==> src/rtl/pci_master_32.sv <==
// Single-channel 32-bit burst initiator for the shared target bus: fetches write
// words from a local source or returns read words to a local sink, one bus word at a time.
module pci_master_32 #(
    parameter int TIMEOUT = 4
) (
    input  logic        clk,
    input  logic        rst,
    input  logic        start,
    input  logic        cmd_write,
    input  logic [31:0] start_add,
    input  logic [4:0]  burst_len,
    input  logic [31:0] wr_data,
    input  logic [3:0]  wr_be,
    input  logic        wr_valid,
    output logic        wr_ready,
    output logic [31:0] rd_data,
    output logic        rd_valid,
    output logic        busy,
    output logic        done,
    output logic        abort,
    output logic        truncated,
    output logic [4:0]  xfer_cnt,
    output logic [31:0] add_out,
    output logic [31:0] data_out,
    output logic [3:0]  be,
    output logic        we,
    output logic        req_64,
    input  logic        devsel_n,
    input  logic        last_add,
    input  logic [31:0] data_in
);

    typedef enum logic [2:0] {IDLE, FETCH, DRIVE, CHECK, END} state_t;

    localparam logic [3:0]  WAIT_LAST = 4'(TIMEOUT - 1);
    localparam logic [31:0] ADD_TOP   = 32'hFFFF_FFFC;

    state_t      state;
    logic        is_write;
    logic [4:0]  remaining;
    logic [3:0]  wait_cnt;
    logic        trunc_r;
    logic        unused_add_lsbs;

    function automatic logic [4:0] norm_len(input logic [4:0] len);
        return (len == 5'd0) ? 5'd1 : len;
    endfunction

    assign req_64          = 1'b0;
    assign unused_add_lsbs = ^start_add[1:0];

    always_ff @(posedge clk) begin
        if (rst) begin
            state     <= IDLE;
            is_write  <= 1'b0;
            remaining <= 5'd0;
            wait_cnt  <= 4'd0;
            trunc_r   <= 1'b0;
            wr_ready  <= 1'b0;
            rd_data   <= 32'd0;
            rd_valid  <= 1'b0;
            busy      <= 1'b0;
            done      <= 1'b0;
            abort     <= 1'b0;
            truncated <= 1'b0;
            xfer_cnt  <= 5'd0;
            add_out   <= 32'd0;
            data_out  <= 32'd0;
            be        <= 4'd0;
            we        <= 1'b0;
        end else begin
            done      <= 1'b0;
            abort     <= 1'b0;
            truncated <= 1'b0;
            rd_valid  <= 1'b0;
            case (state)
                IDLE: begin
                    if (start) begin
                        is_write  <= cmd_write;
                        add_out   <= {start_add[31:2], 2'b00};
                        remaining <= norm_len(burst_len);
                        xfer_cnt  <= 5'd0;
                        trunc_r   <= 1'b0;
                        busy      <= 1'b1;
                        we        <= 1'b0;
                        if (cmd_write) begin
                            wr_ready <= 1'b1;
                            state    <= FETCH;
                        end else begin
                            be    <= 4'hF;
                            state <= DRIVE;
                        end
                    end
                end
                FETCH: begin
                    if (wr_valid) begin
                        data_out <= wr_data;
                        be       <= wr_be;
                        wr_ready <= 1'b0;
                        we       <= 1'b1;
                        state    <= DRIVE;
                    end
                end
                DRIVE: begin
                    we       <= 1'b0;
                    wait_cnt <= 4'd0;
                    state    <= CHECK;
                end
                CHECK: begin
                    if (!devsel_n) begin
                        xfer_cnt <= xfer_cnt + 5'd1;
                        if (!is_write) begin
                            rd_data  <= data_in;
                            rd_valid <= 1'b1;
                        end
                        if (remaining == 5'd1) begin
                            trunc_r <= 1'b0;
                            state   <= END;
                        end else if (last_add || add_out == ADD_TOP) begin
                            // target disconnect, or the next word would wrap past the top of the space
                            trunc_r <= 1'b1;
                            state   <= END;
                        end else begin
                            add_out   <= add_out + 32'd4;
                            remaining <= remaining - 5'd1;
                            if (is_write) begin
                                wr_ready <= 1'b1;
                                state    <= FETCH;
                            end else begin
                                state <= DRIVE;
                            end
                        end
                    end else if (wait_cnt == WAIT_LAST) begin
                        abort <= 1'b1;
                        busy  <= 1'b0;
                        state <= IDLE;
                    end else begin
                        wait_cnt <= wait_cnt + 4'd1;
                    end
                end
                END: begin
                    done      <= 1'b1;
                    truncated <= trunc_r;
                    busy      <= 1'b0;
                    state     <= IDLE;
                end
                default: state <= IDLE;
            endcase
        end
    end

endmodule
==> config.mk <==
export PLATFORM = sky130hd
export DESIGN_NAME = pci_master_32
export DESIGN_NICKNAME = d
export VERILOG_FILES = /design/src/rtl/pci_master_32.sv
export SDC_FILE = /design/constraint.sdc
export NUM_CORES = 1
export LEC_CHECK = 0
export CAP_MARGIN = 0
export CORE_MARGIN = 2
export CORE_UTILIZATION = 42
export DETAILED_ROUTE_END_ITERATION = 12
export PLACE_DENSITY = 0.77
export SKIP_CTS_REPAIR_TIMING = 1
export SYNTH_ARGS = -nofsm -noshare
export SYNTH_HDL_FRONTEND = slang
export SYNTH_SLANG_ARGS = --single-unit
==> constraint.sdc <==
create_clock -name clk -period 5 [get_ports clk]
set_clock_uncertainty 0.1 [all_clocks]
set_input_delay 0.75 -clock clk [delete_from_list [all_inputs] [get_ports clk]]
set_output_delay 0.75 -clock clk [all_outputs]
set_load 0.02 [all_outputs]
# Word-level counts from Yosys, hierarchy flattened
# Index checks and enable logic that the tools add are counted.
word_totals:
  regBits: 126
  out_inout_bits: 113
  input_bits: 112
  word_cells: 121
classes:
  reduce_logical: 24
  n_mux: 52
  n_bitwise: 4
  addsub: 4
  eq_ne: 20
ops:
  columns: ["op", "count"]
  rows:
  - ["$mux W32", 4]
  - ["$pmux W32 S2", 1]
  - ["$mux W5", 7]
  - ["$add A32 B3 Y32 const B", 1]
  - ["$eq A32 B32 Y1 const B", 1]
  - ["$ne A2 B2 Y1 const B", 11]
  - ["$mux W4", 5]
  - ["$pmux W5 S2", 2]
  - ["$mux W1", 18]
  - ["$mux W3", 6]
  - ["$pmux W4 S2", 2]
  - ["$reduce_and A3 Y1", 5]
  - ["$pmux W3 S4", 1]
  - ["$reduce_and A4 Y1", 3]
  - ["$pmux W1 S3", 3]
  - ["$reduce_bool A3 Y1", 3]
  - ["$reduce_and A8 Y1", 1]
  - ["$eq A3 B2 Y1 const B", 2]
  - ["$ne A3 B3 Y1 const B", 2]
  - ["$reduce_bool A2 Y1", 3]
  - ["$reduce_or A3 Y1", 2]
  - ["$add A5 B1 Y5 const B", 1]
  - ["$eq A5 B1 Y1 const B", 1]
  - ["$logic_not A5 Y1", 1]
  - ["13 further kinds", 18]

# Longest topological paths before layout
# Gate-level depths: netlist of run 1.
depth:
  word_depth: 6
  ltp_mapped: 9
  ltp_nobuf: 7

# Worst setup path before layout of run 1
# Ideal clock, no wire load.
synth_timing:
  path_kind: "in2reg"
  start: "input port devsel_n"
  end: "register add_out[15]"
  slack_ns: 2.470
  arrival_time_ns: 2.287
  t_required_ns: 4.757
  stages: 8
  cell_sequence: "clkbuf_1 nand3b_1 a2111oi_2 a21bo_2 buf_6 buf_2 a21oi_1 o32ai_2"
synth_between:
  elab_chain_cells: 2
synth_rtl:
  columns: ["element", "line_no", "text"]
  rows:
  - ["start, declared", "28", "input logic devsel_n,"]
  - ["$ne A2 B2 Y1 (no line)", null, null]
  - ["$reduce_and A5 Y1 (no line)", null, null]
  - ["end signal, assigned", "80", "add_out <= {start_add[31:2], 2'b00};"]
  - ["end signal, assigned", "124", "add_out <= add_out + 32'd4;"]
  - ["end, declared", "23", "output logic [31:0] add_out,"]
# No other way between the ends.
# A chain may end at the register's enable or synchronous reset.

# Worst setup path in the final report of run 1
layout_timing:
  start: "input port devsel_n"
  end: "register add_out[23]"
# The elaborated chain is that of the path after synthesis.

==> impl_metrics.yaml, run 1 <==
sta:
  holdWs_ns: 0.351
  tightest_slew_ns: 1.11
  setup-violations-final: 0
  maxSlewViolCount: 0
  fin_crit_ns: 2.94
  hold_viol: 0
  fin_tns_setup_ns: 0
  maxSlewHeadroom_pct: 26.0
  period_share_pct: 58.9
  fmax_mhz: 340
  rsz0062_at_grt: "no"
worst_setup_path:
  rr_worst_depth: 5
  cp_max_fo: 30
  critPathMaxStageDelay_ns: 0.59
  worstSetupPathType: "in2reg"
  path_cells: "clkdlybuf4s50_1 -> nand3b_1 -> a2111oi_2 -> a21bo_2 -> or3_1 -> a221oi_2"
  cp.required_ns: 5.24
  start_kind: "input pin"
  critPathSlowestCell: "clkdlybuf4s50_1"
  crit_arrival_ns: 3.18
  cp-end-kind: "flip-flop"
floorplanning:
  initial_core_util_pct: 42.7
  die_y_um: 122
  core-area_mm2: 0.0138
  rows: 43
  die_area_mm2: 0.0150
  die_x_um: 122
  top_level_ports: 225
cts:
  clock_latency_ns: 0.42
  clk_path_buf_depth: 2
  path_clk_slew_ns: 0.06
  numCtsBuffers: 17
  cts_tree: "built"
  cts_sinks: 124
  htree_num_levels: 4
  cts_root_buf: "clkbuf_16"
synth:
  synth-seq-cells: 124
  synth_cells: 737
  ys.flop_type: "dfxtp_1"
  yosysTopAreaCell: "dfxtp_1"
  ys_types: 64
  yosysWarningCount: 0
  synth_edf_count: 0
  yosys-top-cells-area: "dfxtp_1, nand2_1, a21oi_1, o32ai_2, clkbuf_1"
  ys_seq_area_share_pct: 42.2
  syn_area_per_cell_um2: 7.98
  synth_top_cell_area_share_pct: 42.2
  synth.cell_area_mm2: 0.00588
  async_flop_share_pct: 0
outcome:
  status: "finished, final reports clean"
drt:
  first_pass_iters: 8
  routed_wl_um: 18400
  vias: 6158
  drc: 0
  first_iter_violations: 545
  via_per_inst: 5.51
  ant_nets: 0
  wl_per_cell_um: 16.5
power:
  p_per_area_mw_per_mm2: 352
  power.total_w: 0.00306
  p_leak_nw: 3.04
  peakVddDrop_v: 0.000241
final_layout:
  syn2layout_area_growth_pct: 47.7
  fin_nets: 1042
  diodes: 0
  finish.utilization_pct: 63.1
  drive_gt1_share_pct: 8.75
  final_common_cell: "clkdlybuf4s50_1"
  layout_common_cells: "clkdlybuf4s50_1, nand2_1, dfxtp_1"
place:
  io_buffers: 219
  gp_congestion: 0.832
  hpwlAfterDp_um: 12000
global_route:
  overflow: 0
  grt_start_max_net_pins: 78
  grt_pass1_vias: 5530
  grt_first_pass_wirelength_um: 28400
  antenna_found_initial: 0
  track_usage_pct: 24.0
flow_run:
  drv_cap: 0
worst_hold_path:
  whs_path_depth: 2
  min_path_type: "reg2reg"
worst paths after layout:
check | from | endpoint | slack, ns
setup reg to reg | add_out[9]$_SDFFE_PP0P_ | add_out[2]$_SDFFE_PP0P_ | 2.06
hold / removal | rd_data[20]$_SDFFE_PP0P_ | rd_data[20]$_SDFFE_PP0P_ | 0.35
setup / recovery | devsel_n | add_out[23]$_SDFFE_PP0P_ | 2.06
hold reg to reg | rd_data[20]$_SDFFE_PP0P_ | rd_data[20]$_SDFFE_PP0P_ | 0.35
critical path, delay by kind of cell:
kind | cells | cell delay (ns)
simple gates | 2 | 0.74
compound gates | 3 | 1.09
buf+inv | 1 | 0.59
Yosys cell counts (5+ instances only):
cell / count
nand2_1: 181
dfxtp_1: 124
a21oi_1: 108
clkbuf_1: 52
nor2_1: 36
nand4_1: 17
nor3_1: 15
o32ai_2: 15
nand3_1: 14
a31oi_1: 12
a22oi_1: 11
and3_1: 11
inv_1: 11
o221a_2: 11
o21ai_0: 8
and2_1: 6
ha_1: 6
nor4_1: 6
a32oi_1: 5
nor3b_1: 5
o31a_1: 5
flip-flops by register name, summed over array words and instances, names as in the netlist, 3 cells and up:
name       flops
data_out      32
rd_data       32
add_out       30
remaining      5
xfer_cnt       5
be             4
wait_cnt       4
state          3
final cells by class:
class / instances / area, um^2
clock buffers: 19 / 453
clock inverters: 13 / 119
fillers: 1242 / 5080
inverters: 11 / 41.3
multi-input cells: 540 / 3100
flip-flops and latches: 124 / 2480
well taps: 180 / 225
repair buffers: 230 / 2270
through the flow:
stage,area (um^2),worst slack (ns),std cells
CTS,8690,2.06,1117
finish,8690,2.06,1117
global placement,8120,1.64,1085
global route,8690,1.83,1117
floorplan,5890,2.47,739
detailed placement,8120,1.61,1085
routing by layer:
metal / GRT usage (%) / part of all wire (%) / vias to the layer above
li1: - / - / 3013
met1: 30.5 / 42 / 2877
met2: 39.5 / 49 / 232
met3: 5.67 / 6.6 / 36
met4: 9.34 / 2.3 / 0
met5: 0 / 0 / -
cells by family after synthesis:
family / count (synthesis) / share of synthesized area [%]
and+or+nand+nor: 314 / 24.6
AOI/OAI and AO/OA: 212 / 25.7
DFF: 124 / 42.2
buffers and inverters: 75 / 5.45
adders and majority gates: 6 / 1.28
xor gates and xnor gates: 5 / 0.745
other: 1 / 0.0638
power breakdown:
| group | internal, W | switching [W] |
|---|---|---|
| logic | 0.000337 | 0.000376 |
| clock network | 0.000709 | 0.000473 |
| registers | 0.00107 | 0.0000957 |
Note: power is estimated with default switching activity, not from simulation.
==> run 2, diff against run 1 <==
--- a/config.mk
+++ b/config.mk
@@ -7,7 +7,7 @@
 export LEC_CHECK = 0
 export CAP_MARGIN = 0
 export CORE_MARGIN = 2
-export CORE_UTILIZATION = 42
+export CORE_UTILIZATION = 40
 export DETAILED_ROUTE_END_ITERATION = 12
 export PLACE_DENSITY = 0.77
 export SKIP_CTS_REPAIR_TIMING = 1
==> constraint.sdc (replaced) <==
create_clock -name clk -period 2.6 [get_ports clk]
set_clock_uncertainty 0.1 [all_clocks]
set_input_delay 0.39 -clock clk [delete_from_list [all_inputs] [get_ports clk]]
set_output_delay 0.39 -clock clk [all_outputs]
set_load 0.02 [all_outputs]
==> run 2 against run 1 <==
Combinational power up 110%. First-iteration DRC count down 0.37%. Global-route usage up 0.35 points. Cell count up 3.6%. Critical path type is now reg2reg.
==> impl_metrics.yaml, run 2 (synthesized netlist as in run 1, its figures left out) <==
drt:
  vias: 6311
  first_iter_violations: 543
  drc: 0
  via_per_inst: 5.45
  ant_nets: 0
  wl_per_cell_um: 16.5
  routed_wl_um: 19100
  first_pass_iters: 5
worst_setup_path:
  cp-end-kind: "flip-flop"
  crit_arrival_ns: 2.56
  cp.required_ns: 2.79
  r2r_setup_slack_ns: 0.23
  worstSetupPathType: "reg2reg"
  cp_max_fo: 8
  start_kind: "flip-flop"
cts:
  cts_root_buf: "clkbuf_16"
  numCtsBuffers: 17
  cts_tree: "built"
  clk_path_buf_depth: 2
  clock_latency_ns: 0.42
  htree_num_levels: 4
  path_clk_slew_ns: 0.06
  cts_sinks: 124
sta:
  maxSlewViolCount: 0
  fmax_mhz: 422
  rsz0062_at_grt: "no"
  setup-violations-final: 0
  holdWs_ns: 0.274
  hold_viol: 0
  tightest_slew_ns: 0.682
  period_share_pct: 91.2
  maxSlewHeadroom_pct: 54.1
  fin_crit_ns: 2.37
final_layout:
  drive_gt1_share_pct: 12.0
  syn2layout_area_growth_pct: 53.0
  fin_nets: 1078
  fillCellCount: 1305
  reg.largest.list: "data_out: 32 flops, rd_data: 32 flops, add_out: 30 flops"
  finish.utilization_pct: 62.4
  layout_common_cells: "clkdlybuf4s50_1, nand2_1, dfxtp_1"
  final_common_cell: "clkdlybuf4s50_1"
  diodes: 0
global_route:
  grt_first_pass_wirelength_um: 31200
  antenna_found_initial: 0
  grt_pass1_vias: 5992
  grt_start_max_net_pins: 69
  track_usage_pct: 24.4
  overflow: 0
power:
  power.total_w: 0.00598
  p_per_area_mw_per_mm2: 665
  peakVddDrop_v: 0.000569
  p_leak_nw: 3.24
outcome:
  status: "finished, final reports clean"
floorplanning:
  die_area_mm2: 0.0157
  initial_core_util_pct: 40.8
  die_x_um: 125
  die_y_um: 125
  core-area_mm2: 0.0144
  rows: 44
  top_level_ports: 225
place:
  gp_congestion: 0.847
  io_buffers: 219
  hpwlAfterDp_um: 13300
worst_hold_path:
  min_path_type: "in2reg"
flow_run:
  drv_cap: 0
## run 2: cell types whose count changed in the layout (fill, tap and decap cells not counted), sizes merged
cell and delta:
clkinvlp -1, inv -1, clkinv +2, buf +36
## run 2: final timing paths
kind / start / to / depth (start not counted)
setup / recovery: add_out[15]$_SDFFE_PP0P_ / add_out[12]$_SDFFE_PP0P_ / 6
setup reg to reg: add_out[15]$_SDFFE_PP0P_ / add_out[12]$_SDFFE_PP0P_ / 6
hold reg to reg: rd_data[26]$_SDFFE_PP0P_ / rd_data[26]$_SDFFE_PP0P_ / 2
hold / removal: rst / wait_cnt[0]$_SDFFE_PP0P_ / 2
## run 2: area by class of cell
type / instances / area (um^2) / share of cell area, %
multi-input cells: 540 / 3090 / 34.3
repair buffers: 266 / 2580 / 28.7
flip-flops and latches: 124 / 2480 / 27.6
clock buffers: 19 / 453 / 5.03
well taps: 184 / 230 / 2.56
clock inverters: 13 / 120 / 1.33
inverters: 11 / 41.3 / 0.459
## run 2: worst max-delay path, stage by stage, from the launching register on
cell and delay, ns:
dfxtp_1 0.44, nand4_1 0.27, nor4_4 0.53, a21boi_2 0.15, nor2_2 0.43, buf_4 0.24
o32ai_2 0.09
## run 2: per-stage QoR
step	TNS (ns)	std cells	worst slack [ns]	instance area, um^2
after global placement	-0.835	1125	-0.0791	8420
after detailed placement	-1.25	1125	-0.0881	8420
after floorplan	0	739	0.413	5890
after CTS	0	1157	0.265	9000
after global routing	0	1157	0.0662	9000
final	0	1157	0.228	9000
## run 2: power breakdown
group / internal, W / switching, W / total (W) / leakage (nW)
sequential: 0.00206 / 0.000150 / 0.00221 / 1.01
combinational: 0.000740 / 0.000783 / 0.00152 / 1.95
clock: 0.00136 / 0.000891 / 0.00226 / 0.275
total: 0.00416 / 0.00182 / 0.00598 / 3.24
## run 2: routing by layer
metal	wire [um]	vias up	GRT usage, %	part of all wire (%)
li1	-	3078	-	-
met2	9290	238	39.1	49
met5	0	-	0	0
met3	1080	37	5.65	5.7
met1	8210	2958	31.8	43
met4	495	0	9.80	2.6
==> run 3, diff against run 2 <==
--- a/config.mk
+++ b/config.mk
@@ -9,8 +9,10 @@
 export CORE_MARGIN = 2
 export CORE_UTILIZATION = 40
 export DETAILED_ROUTE_END_ITERATION = 12
+export GPL_ROUTABILITY_DRIVEN = 0
 export PLACE_DENSITY = 0.77
 export SKIP_CTS_REPAIR_TIMING = 1
 export SYNTH_ARGS = -nofsm -noshare
 export SYNTH_HDL_FRONTEND = slang
 export SYNTH_SLANG_ARGS = --single-unit
+export TNS_END_PERCENT = 100
==> results of run 3 <==
Same layout as run 2: the final DEF is identical, and so are final timing and power.
==> variant 1 (flow settings as in run 2) <==
The 5 states of `state_t` get a one-hot encoding in 5 bits.
--- a/src/rtl/pci_master_32.sv
+++ b/src/rtl/pci_master_32.sv
@@ -31,5 +31,5 @@
 );
 
-    typedef enum logic [2:0] {IDLE, FETCH, DRIVE, CHECK, END} state_t;
+    typedef enum logic [4:0] {IDLE = 5'b00001, FETCH = 5'b00010, DRIVE = 5'b00100, CHECK = 5'b01000, END = 5'b10000} state_t;
 
     localparam logic [3:0]  WAIT_LAST = 4'(TIMEOUT - 1);
Check against the original RTL: same outputs for any inputs over 4 cycles, from zero or initial values and one cycle with rst high; so few cycles prove little.
==> variant 1 against run 2 <==
- routed wire length shrank 4.6%
- sequential power grew 9%
- area after synthesis shrank 2.0%
- non-clock buffer count shrank 25
- cell area shrank 2.4%
- sequential cell count grew 2
- die area shrank 1.9%
- global-route usage shrank 1.3 points
- final cell count is the same
- power grew 13%
- worst setup slack gained 0.11 ns
==> variant 1: results (changes against run 2) <==
| Metric | Value |
|---|---|
| Seq/Total Area, Yosys | 0.438 (+0.0154) |
| Synth Area in Adders | 0.0130 (+0.000255) |
| FILL cells | 1248 (-4.4%) |
| Switch Pwr | 0.00205 W (+12%) |
| Top delay family on crit path | compound AO/OA/AOI/OAI gates |
| Final RePlAce weighted congestion | 0.884 (+4.3%) |
| Ranking of synthesized cells by area | dfxtp_1 (44%), nand2_1 (13%), a21oi_1 (9.6%) |
| Critical path's slowest cell | dfxtp_1 |
| Hold Crit Endpoint | data_out[19] |
| Proportion of layout cells with a drive suffix above 1 | 0.0727 (-0.0476) |
| Worst min-delay path startpoint | data_out[19] |
| Critical Path Max Stage Delay | 0.44 ns (-0.09 ns) |
| Tot GR Track Use | 0.231 (-0.0133) |
| Via density | 5.29 (-2.9%) |
| Critical R2R Capture | remaining[1] |
| Antenna violations before repair | 0 (unchanged) |
| Post-Synth XOR/XNOR Area | 0.00911 (+0.00167) |
| Vias in the first global route | 5486 (-8.4%) |
| Hold_ws | 0.352 ns (+0.0776 ns) |
| Post-synthesis cell type count | 56 (-13%) |
| Final Net Count | 1082 (+0.37%) |
| Largest net degree at the start of global routing | 57 (-17%) |
| Max FO, Critical Path | 37 (+29) |
| Status | complete, no violations |
| Min-Delay Path Class | flop to flop |
| Slew headroom | 0.570 (+0.0288) |
| Reg2reg path depth | 7 (+1) |
| Wire length per cell | 15.7 um (-4.6%) |
| Critical path arrival | 2.48 ns (-0.08 ns) |
| First-pass GRT wire length | 27700 um (-11%) |
| Peak VDD IR | 0.000501 V (-12%) |
| Mux share of post-synthesis cell area | 0.00174 (+0.00174) |
variant 1: power groups by stage:
stage	clock, W	combinational, W	sequential [W]
2_1_floorplan	0	0.000806	0.00255
3_3_place_gp	0	0.00164	0.00243
3_5_place_dp	0	0.00166	0.00243
4_1_cts	0.00273	0.00167	0.00239
5_1_grt	0.00283	0.00181	0.00244
6_report	0.00270	0.00167	0.00240
variant 1: cell type report:
| class | count | share of cell area |
|---|---|---|
| repair buffers | 241 | 0.271 |
| well taps | 180 | 0.0256 |
| clock buffers | 18 | 0.0488 |
| inverters | 8 | 0.00342 |
| multi-input cells | 570 | 0.337 |
| clock inverters | 14 | 0.0273 |
| flip-flops and latches | 126 | 0.287 |
variant 1: stage by stage:
| step | std cells | setup slack (ns) | power, W | instance area [um^2] |
|---|---|---|---|---|
| CTS | 1157 | 0.333 | 0.00680 | 8790 |
| detailed placement | 1125 | 0.314 | 0.00409 | 8120 |
| global route | 1157 | 0.0790 | 0.00707 | 8790 |
| floorplan | 760 | 0.455 | 0.00336 | 5770 |
| global placement | 1125 | 0.357 | 0.00407 | 8120 |
| finish | 1157 | 0.336 | 0.00677 | 8790 |
variant 1: logic make-up after synthesis:
kind of cell / Yosys count
xor+xnor: 6
simple gates: 348
buf+inv: 64
other cells: 1
compound gates: 206
fa+ha+maj: 6
flops: 126
mux: 1
variant 1: worst max-delay path by stage:
stage | to | cells past startpoint
6_report | remaining[1] | 7
5_1_grt | add_out[26] | 6
4_1_cts | remaining[1] | 7
3_5_place_dp | add_out[2] | 6
3_3_place_gp | add_out[2] | 6
2_1_floorplan | remaining[0] | 8
variant 1: metal layers:
layer / wire length (um) / track usage
met4: 501 / 0.0920
met2: 8880 / 0.372
met5: 0 / 0
met1: 7840 / 0.298
met3: 975 / 0.0527
==> variant 2 (flow settings as in run 2) <==
Made on the original files. Reset style: asynchronous (`rst`), changed in one clocked block.
--- a/src/rtl/pci_master_32.sv
+++ b/src/rtl/pci_master_32.sv
@@ -50,5 +50,5 @@
     assign unused_add_lsbs = ^start_add[1:0];
 
-    always_ff @(posedge clk) begin
+    always_ff @(posedge clk or posedge rst) begin
         if (rst) begin
             state     <= IDLE;
Formal check against the unedited RTL: differs if rst is asserted again (counterexample within 4 cycles, from zero or initial values and one cycle with rst high); with rst held inactive, the same outputs for 4 cycles.
==> variant 2 against run 2 <==
- count of clock-buffer cells in the layout unchanged
- worst setup slack better by 0.059 ns
- area after synthesis grew 0.72%
- non-clock buffer count is 25 lower
- cell area about the same
- sequential cell count did not move
- core utilization down 0.19 points
- critical path depth grew 3
- routed wire length down 6.5%
Power is not compared: it rests on default switching activity, and its combinational part moved more than twofold at a synthesized area within 25%.
==> variant 2: results (changes against run 2) <==
| Metric | Value |
|---|---|
| Proportion of layout cells with a drive suffix above 1 | 0.115 (-0.00566) |
| Post-synthesis cell type count | 57 (-11%) |
| Async SR Flop Fraction | 1.00 (+1.00) |
| Final RePlAce weighted congestion | 0.838 (-1.1%) |
| Min-Delay Path Class | input port to async pin |
| First drt pass iteration count | 4 (-1) |
| Top cells by count, synth | nand2_1 (142), dfrtp_1 (124), a21oi_1 (52) |
| Vias post-DR | 5556 (-12%) |
| FILL cells | 1216 (-6.8%) |
| Clock Network Area Fraction | 0.0682 (+0.00454) |
| Final Net Count | 970 (-10%) |
| Root buffer cell | clkbuf_16 |
| Dpl hpwl | 12600 um (-5.2%) |
| Slew headroom | 0.597 (+0.0559) |
| Status | complete, no violations |
| Multi-Input Combinational | 458 (-15%) |
| Wire length per cell | 17.0 um (+3.2%) |
| Seq/Total Area, Yosys | 0.524 (+0.102) |
| Ranking of synthesized cells by area | dfrtp_1 (52%), nand2_1 (9.0%), mux2_2 (6.3%) |
| First-pass GRT wire length | 28800 um (-7.8%) |
| Largest net degree at the start of global routing | 70 (+1.4%) |
| Critical path arrival | 2.52 ns (-0.04 ns) |
| Nonclk buf count | 241 (-9.4%) |
| Max FO, Critical Path | 33 (+25) |
| Iteration-0 DRC Markers | 446 (-18%) |
| Tot GR Track Use | 0.228 (-0.0156) |
| Critical path's slowest cell | or4b_1 |
| Multi-input combinational area share | 0.288 (-0.0553) |
| Logic inverters | 10 (-1) |
| Register share of the cell area | 0.345 (+0.0687) |
## variant 2: kinds of logic (layout without fill, tap and decap cells)
logic type                 count (synthesis)  in the layout  share of synthesized area
other                                      1              3                   0.000633
xor gates and xnor gates                   5              5                    0.00739
DFF                                      124            124                      0.524
buffers and inverters                     47            282                     0.0406
muxes                                     34             34                     0.0644
AOI/OAI and AO/OA                        145            145                      0.144
adders and majority gates                  6              6                     0.0127
and+or+nand+nor                          265            265                      0.207
## variant 2: per-layer routing
layer,vias up,global-route usage,part of all wire
met3,25,0.0871,0.11
met5,-,0,0
met2,237,0.380,0.48
met4,0,0.0752,0.016
met1,2650,0.273,0.40
li1,2644,-,-
## variant 2: through the flow
step | setup slack (ns) | util | instance area [um^2] | total power, W
floorplan | 0.429 | - | 5930 | 0.00655
global placement | 0.255 | 0.579 | 8390 | 0.00897
detailed placement | 0.234 | 0.579 | 8390 | 0.00909
CTS | 0.280 | 0.622 | 9000 | 0.0116
global route | 0.151 | 0.622 | 9000 | 0.0123
finish | 0.288 | 0.622 | 9000 | 0.0116
## variant 2: final timing paths
| check | startpoint | endpoint | slack (ns) | cells past startpoint |
|---|---|---|---|---|
| hold reg to reg | data_out[7] | data_out[7] | 0.37 | 2 |
| setup reg to reg | remaining[1] | add_out[19] | 0.29 | 9 |
| min in group clk | data_out[7] | data_out[7] | 0.37 | 2 |
| setup / recovery | remaining[1] | add_out[19] | 0.29 | 9 |
| max in group asynchronous | rst | wait_cnt[0] | 1.74 | 3 |
| hold / removal | rst | rd_data[30] | 0.33 | 3 |
## variant 2: power groups by stage
stage	registers (W)	clock network [W]	logic, W
after floorplan	0.00435	0	0.00220
after global placement	0.00354	0	0.00543
after detailed placement	0.00357	0	0.00552
after CTS	0.00356	0.00253	0.00555
after global routing	0.00370	0.00260	0.00596
final	0.00357	0.00248	0.00553
